==> src/rtl/light_renderer.sv <==
// Renders the player square and two light streaks into RGB444 pixels and
// flags frames in which the player touches either light.
module light_renderer #(
  parameter logic [11:0] COL_PLAYER = 12'hFFF,
  parameter logic [11:0] COL_LIGHT1 = 12'h0FF,
  parameter logic [11:0] COL_LIGHT2 = 12'hF0F,
  parameter logic [11:0] COL_BG     = 12'h000
) (
  input  logic        i_clk,
  input  logic        i_rst_n,
  input  logic        i_pix_stb,
  input  logic        i_frame_stb,
  input  logic        i_active,
  input  logic [9:0]  i_x,
  input  logic [9:0]  i_y,
  input  logic [11:0] i_px1,
  input  logic [11:0] i_px2,
  input  logic [11:0] i_py1,
  input  logic [11:0] i_py2,
  input  logic [11:0] i_1x1,
  input  logic [11:0] i_1x2,
  input  logic [11:0] i_1y1,
  input  logic [11:0] i_1y2,
  input  logic [11:0] i_2x1,
  input  logic [11:0] i_2x2,
  input  logic [11:0] i_2y1,
  input  logic [11:0] i_2y2,
  output logic [3:0]  o_r,
  output logic [3:0]  o_g,
  output logic [3:0]  o_b,
  output logic        o_collide,
  output logic [7:0]  o_collide_cnt
);

  typedef struct packed {
    logic [11:0] px1, px2, py1, py2;
    logic [11:0] l1x1, l1x2, l1y1, l1y2;
    logic [11:0] l2x1, l2x2, l2y1, l2y2;
  } rects_t;

  rects_t      shadow_q, shadow_d;
  logic        s1_act_q, s1_act_d;
  logic        s1_hp_q, s1_hp_d;
  logic        s1_h1_q, s1_h1_d;
  logic        s1_h2_q, s1_h2_d;
  logic [11:0] col_q, col_d;
  logic        sticky_q, sticky_d;
  logic        collide_q, collide_d;
  logic [7:0]  cnt_q, cnt_d;

  logic [11:0] x_ext, y_ext;
  logic        hit_p, hit_1, hit_2, coll_now;

  // Inverted or wrapped edges fall out naturally as empty rectangles.
  function automatic logic in_rect(input logic [11:0] x, input logic [11:0] y,
                                   input logic [11:0] x1, input logic [11:0] x2,
                                   input logic [11:0] y1, input logic [11:0] y2);
    return (x1 <= x) && (x < x2) && (y1 <= y) && (y < y2);
  endfunction

  always_comb begin
    x_ext    = {2'b00, i_x};
    y_ext    = {2'b00, i_y};
    hit_p    = in_rect(x_ext, y_ext, shadow_q.px1, shadow_q.px2, shadow_q.py1, shadow_q.py2);
    hit_1    = in_rect(x_ext, y_ext, shadow_q.l1x1, shadow_q.l1x2, shadow_q.l1y1, shadow_q.l1y2);
    hit_2    = in_rect(x_ext, y_ext, shadow_q.l2x1, shadow_q.l2x2, shadow_q.l2y1, shadow_q.l2y2);
    coll_now = i_pix_stb && i_active && hit_p && (hit_1 || hit_2);

    shadow_d  = shadow_q;
    s1_act_d  = s1_act_q;
    s1_hp_d   = s1_hp_q;
    s1_h1_d   = s1_h1_q;
    s1_h2_d   = s1_h2_q;
    col_d     = col_q;
    sticky_d  = sticky_q | coll_now;
    collide_d = collide_q;
    cnt_d     = cnt_q;

    if (i_pix_stb) begin
      s1_act_d = i_active;
      s1_hp_d  = hit_p;
      s1_h1_d  = hit_1;
      s1_h2_d  = hit_2;
      if (!s1_act_q)    col_d = 12'h000;
      else if (s1_hp_q) col_d = COL_PLAYER;
      else if (s1_h1_q) col_d = COL_LIGHT1;
      else if (s1_h2_q) col_d = COL_LIGHT2;
      else              col_d = COL_BG;
    end

    // A pixel entering stage 1 on the boundary belongs to the frame that ends.
    if (i_frame_stb) begin
      shadow_d  = '{i_px1, i_px2, i_py1, i_py2,
                    i_1x1, i_1x2, i_1y1, i_1y2,
                    i_2x1, i_2x2, i_2y1, i_2y2};
      collide_d = sticky_q | coll_now;
      sticky_d  = 1'b0;
      if (collide_d && (cnt_q != 8'hFF)) cnt_d = cnt_q + 8'd1;
    end
  end

  always_ff @(posedge i_clk) begin
    if (!i_rst_n) begin
      shadow_q  <= '0;
      s1_act_q  <= 1'b0;
      s1_hp_q   <= 1'b0;
      s1_h1_q   <= 1'b0;
      s1_h2_q   <= 1'b0;
      col_q     <= 12'h000;
      sticky_q  <= 1'b0;
      collide_q <= 1'b0;
      cnt_q     <= 8'd0;
    end else begin
      shadow_q  <= shadow_d;
      s1_act_q  <= s1_act_d;
      s1_hp_q   <= s1_hp_d;
      s1_h1_q   <= s1_h1_d;
      s1_h2_q   <= s1_h2_d;
      col_q     <= col_d;
      sticky_q  <= sticky_d;
      collide_q <= collide_d;
      cnt_q     <= cnt_d;
    end
  end

  assign o_r           = col_q[11:8];
  assign o_g           = col_q[7:4];
  assign o_b           = col_q[3:0];
  assign o_collide     = collide_q;
  assign o_collide_cnt = cnt_q;

endmodule
==> config.mk <==
export PLATFORM = sky130hd
export DESIGN_NAME = light_renderer
export DESIGN_NICKNAME = d
export VERILOG_FILES = /design/src/rtl/light_renderer.sv
export SDC_FILE = /design/constraint.sdc
export NUM_CORES = 1
export LEC_CHECK = 0
export CORE_ASPECT_RATIO = 0.7
export CORE_UTILIZATION = 40
export CTS_CLUSTER_DIAMETER = 100
export CTS_CLUSTER_SIZE = 14
export DETAILED_ROUTE_END_ITERATION = 10
export PLACE_DENSITY = 0.66
export SLEW_MARGIN = 20
export SYNTH_ARGS = -nofsm -noshare
export SYNTH_HDL_FRONTEND = slang
export SYNTH_SLANG_ARGS = --single-unit
==> constraint.sdc <==
create_clock -name i_clk -period 5.6 [get_ports i_clk]
set_input_delay 1.12 -clock i_clk [delete_from_list [all_inputs] [get_ports i_clk]]
set_output_delay 1.12 -clock i_clk [all_outputs]
set_load 0.05 [all_outputs]
# After elaboration in Yosys (flattened, before gate mapping)
# Cells that the tools add are included.
[classes]
mux = 4
bitwise = 2
order_cmp = 12
n_addsub = 1
eq_ne = 1
reduce_logical = 16
[op_table]
columns = ["cell", "count"]
rows = [
  ["less-or-equal comparator 12 x 10 -> 1 bit", 6],
  ["< comparator 10 x 12 -> 1 bit", 6],
  ["2-to-1 mux 12 bit", 4],
  ["logical AND 1 bit", 13],
  ["adder 8 x 1 -> 8 bit (second input constant)", 1],
  ["inequality test 8 bit (second input constant)", 1],
  ["AND reduction 2 bit", 1],
  ["OR reduction 2 bit", 1],
  ["logical OR 1 bit", 1],
  ["inverter 1 bit", 1],
  ["bitwise OR 1 bit", 1],
]
[totals]
wordCells = 56
input_bits = 169
output_inout_bits = 21
register_bits = 170

# Logic depth before layout (Yosys ltp)
[depth]
ltp_word = 9
depth_mapped = 12
ltp_nobuf = 11

# Worst setup path before layout
# Ideal clock, no wire load.
[synth_timing]
path_type = "input-to-reg"
start = "input port i_y[2]"
end = "register cnt_q[5], in the netlist o_collide_cnt[5]"
t_arrival_ns = 3.594
required_ns = 5.530
stages = 12
setup_ns = 0.070
path_buffers = 1
path_slack_ns = 1.935
path_cell_list = "inv_1 -> ha_1 -> a21oi_2 -> a21oi_2 -> a2111oi_4 -> o21ai_1 -> a22o_1 -> nor4_4 -> a41oi_2 -> buf_6 -> or4_1 -> a21oi_1"
[synth_between]
elab_chain_cells = 8
elab_cells_between_ends = 18
classes_between = "order compare (6); bitwise (1); reduce/logical (11)"
[synth_lines]
columns = ["element", "line_no", "source"]
rows = [
  ["start: declaration", "15", "input logic [9:0] i_y,"],
  ["less-or-equal comparator 12 x 10 -> 1 bit", "58", "return (x1 <= x) && (x < x2) && (y1 <= y) && (y < y2);"],
  ["logical AND 1 bit (2 in series)", "58", ""],
  ["logical AND 1 bit / logical OR 1 bit (equally long branches)", "67", "coll_now = i_pix_stb && i_active && hit_p && (hit_1 || hit_2);"],
  ["logical AND 1 bit *", "67", ""],
  ["bitwise OR 1 bit *", "96", "collide_d = sticky_q | coll_now;"],
  ["logical AND 1 bit *", "98", "if (collide_d && (cnt_q != 8'hFF)) cnt_d = cnt_q + 8'd1;"],
  ["AND reduction 2 bit (no source line) *", "--", ""],
  ["end signal: assignment", "122", "cnt_q <= cnt_d;"],
  ["end: declaration", "49", "logic [7:0] cnt_q, cnt_d;"],
]
# Mark *: on every way between the ends. The rest lies on a longest branch, timed or not.
# A chain may end at the register's enable or synchronous reset.

# Worst setup path after layout
[layout_timing]
start = "input port i_y[7]"
end = "register cnt_q[5], in the netlist o_collide_cnt[5]"
# Same word-level chain as after synthesis.

==> summary.txt <==
Synth
  • Yosys top cell area share: 37.2%
  • Seq cells post-synth: 161
  • Synth warnings: 0
  • Synth Instances: 935
  • FFs w/ async S/R, synth: 0%
  • Mapped cell area: 8680 um2
  • Area contributors post-synth: dfxtp_1 (37%), mux2i_1 (17%), ha_1 (17%)
  • Yosys cell types: 48
  • Syn_area_per_cell: 9.28 um2
  • Synth Net Count: 1219
  • Area leader, netlist: dfxtp_1
  • Most used DFF post-synth: dfxtp_1
  • Seq/Total Area, Yosys: 37.2%
  • Number of enable flip-flop cells after synthesis: 0

Clock network
  • Deepest clock path buffer count: 2
  • CTS resizes: 0
  • Clk slew on worst S/H paths: 0.06 ns
  • H-tree depth: 4
  • Root Buffer: clkbuf_16
  • Cts bufs inserted: 17
  • Post-CTS Hold Buffers: 0
  • CTS sink count: 161
  • Number of post-CTS setup repair buffers: 0
  • Worst skew pair latency: 0.43 ns
  • CTS tree: yes

Drt
  • DRC: 0
  • Via density: 5.06
  • Antenna-violating nets left: 0
  • Iteration-0 DRC Markers: 422
  • DR WL/cell: 16.9 um
  • Final WL: 23500 um
  • Detailed Routing Iterations Pass 1: 4
  • Vias: 7045

Timing
  • Fin crit share: 79.7%
  • Final Hold Vio Count: 0
  • Setup TNS: 0 ns
  • Hold slack: 0.492 ns
  • Max-slew headroom: 35.0%
  • Final Critical Period: 4.46 ns
  • Setup violators final: 0
  • Unrepaired setup endpoints after global routing: false
  • Clock skew: 0.0113 ns
  • Max Transition Viols Final: 0
  • Worst-Margin Slew: 0.975 ns
  • Max Fclk: 0.224 GHz

Power
  • P_sw: 0.769 mW
  • Combinational power share: 16.9%
  • Clock Power Share: 41.7%
  • LEAKAGE: 5.11 nW
  • Power share of the sequential group: 41.4%
  • Pwr per Cell Area: 266 nW/um2
  • VDD IR-drop max: 0.199 mV
  • Switch share: 25.4%
  • P_int: 2.26 mW

Setup path
  • Crit path max fanout: 12
  • CP top delay family: compound AO/OA/AOI/OAI gates
  • Slowest-stage cell, CP: clkdlybuf4s50_1
  • Critical path class: in -> reg
  • CP Data Required Time: 5.94 ns
  • Slowest stage delay, CP: 0.67 ns
  • Worst Path Buf+Inv: 2
  • Worst EP arrival: 4.81 ns
  • CP Cell Sequence: clkdlybuf4s50_1 -> inv_1 -> ha_1 -> a21o_1 -> a2111oi_1 -> nand2_1 -> o21ai_1 -> and4bb_1 -> a31o_1 -> a41oi_2 -> or4_1 -> a21oi_1
  • CP Capture Type: register
  • Crit start category: input port

Global routing
  • Pin count of the biggest net entering global routing: 96
  • Initial antenna violation count: 1
  • GR Overflow Total: 0
  • First-pass GRT wire length: 36600 um
  • Vias in the first global route: 6757
  • Tot GR Track Use: 21.5%

Flow run
  • Max_cap viols: 0

Place
  • GPL Wtd Cong: 0.839
  • DP Wirelength: 18200 um
  • IO Port Bufs: 189
  • DP Area: 10700 um2

Finish
  • Post-layout net count: 1386
  • Most frequent cells in the layout: clkdlybuf4s50_1 (188), nor2_1 (170), dfxtp_1 (161)
  • Final Core Density: 54.2%
  • Commonest non-fill, non-tap cell in the layout: clkdlybuf4s50_1
  • Share of post-route cells with drive strength above 1: 3.59%
  • Design area: 11400 um2
  • Area Growth Syn to Fin: 31.1%

Hold path
  • Hold crit path type: reg -> reg

Die
  • Initial Util: 41.4%
  • Core area: 21000 um2
  • Die H: 125 um
  • Number of I/O pins: 190
  • DIE WIDTH: 178 um
  • Row Count: 44
  • Die ar.: 22300 um2

Status
  • Status: finished clean
==> cell usage after synthesis (4+ instances only) <==
library cell and number:
nor2b_1 4, a21oi_1 37, nor3_1 11, nand3_1 17, nor4_1 4, nand4_1 12
dfxtp_1 161, buf_1 14, ha_1 115, a211oi_1 9, o211ai_1 5, o31ai_1 4
inv_1 81, buf_4 9, mux2i_1 150, a21o_1 16, o21ai_0 18, nand2_1 18
nand2b_1 10, nor2_1 170, nor3b_1 4, clkbuf_1 21
==> kinds of logic (layout without fill, tap and decap cells) <==
family                     after synthesis  count (layout)  share of synthesized area (%)
other                                    0               1                              0
DFF                                    161             161                           37.2
buffers and inverters                  127             306                           5.97
adders and majority gates              115             115                           16.6
AOI/OAI and AO/OA                      119             119                           9.48
and+or+nand+nor                        263             263                           13.5
muxes                                  150             150                           17.3
==> metal layers <==
metal / track usage [%] / vias up / part of all wire (%)
li1: - / 3599 / -
met1: 32.7 / 3236 / 53
met2: 30.0 / 194 / 40
met3: 5.41 / 16 / 6.8
met4: 4.37 / 0 / 0.90
met5: 0 / - / 0
==> state kept, by name, summed over array words and instances (netlist names) <==
signal / count
s1_act_q: 1
sticky_q: 1
o_collide: 1
col_q: 3
s1_h1_q: 1
s1_hp_q: 1
s1_h2_q: 1
shadow_q: 144
o_collide_cnt: 8
==> power groups by stage <==
stage | registers (mW) | logic [mW] | clock network [mW]
detailed placement | 1.28 | 0.513 | 0
finish | 1.25 | 0.513 | 1.26
floorplan | 1.26 | 0.297 | 0
global route | 1.26 | 0.573 | 1.34
global placement | 1.28 | 0.501 | 0
CTS | 1.25 | 0.518 | 1.29
==> layout make-up <==
cell class	count	area, um2
Sequential cell	161	3220
Tap cell	276	345
Clock inverter	8	150
Inverter	82	310
Fill cell	1903	9610
Timing Repair Buffer	193	1930
Clock buffer	23	478
Multi-Input combinational cell	647	4930
Antenna cell	1	2.50
==> worst paths after layout <==
kind                startpoint               end  slack (ns)  cells past startpoint
setup / recovery        i_y[7]  o_collide_cnt[5]        1.14                     12
hold / removal         s1_h2_q           s1_h2_q        0.49                      2
setup reg to reg  shadow_q[68]  o_collide_cnt[5]        2.27                     10
hold reg to reg        s1_h2_q           s1_h2_q        0.49                      2
==> worst min-delay path, cell delays in order, from the launching register on <==
cell      delay (ns)
dfxtp_1         0.32
nand2b_1        0.07
a21oi_1         0.06
==> through the flow <==
step                std cells  total power, mW  setup WS, ns
finish                   1391             3.03          1.14
CTS                      1390             3.06          1.14
global placement         1359             1.78         0.835
detailed placement       1359             1.79         0.718
global route             1390             3.17         0.880
floorplan                 935             1.56          1.94
Note: power is estimated with default switching activity, not from simulation.
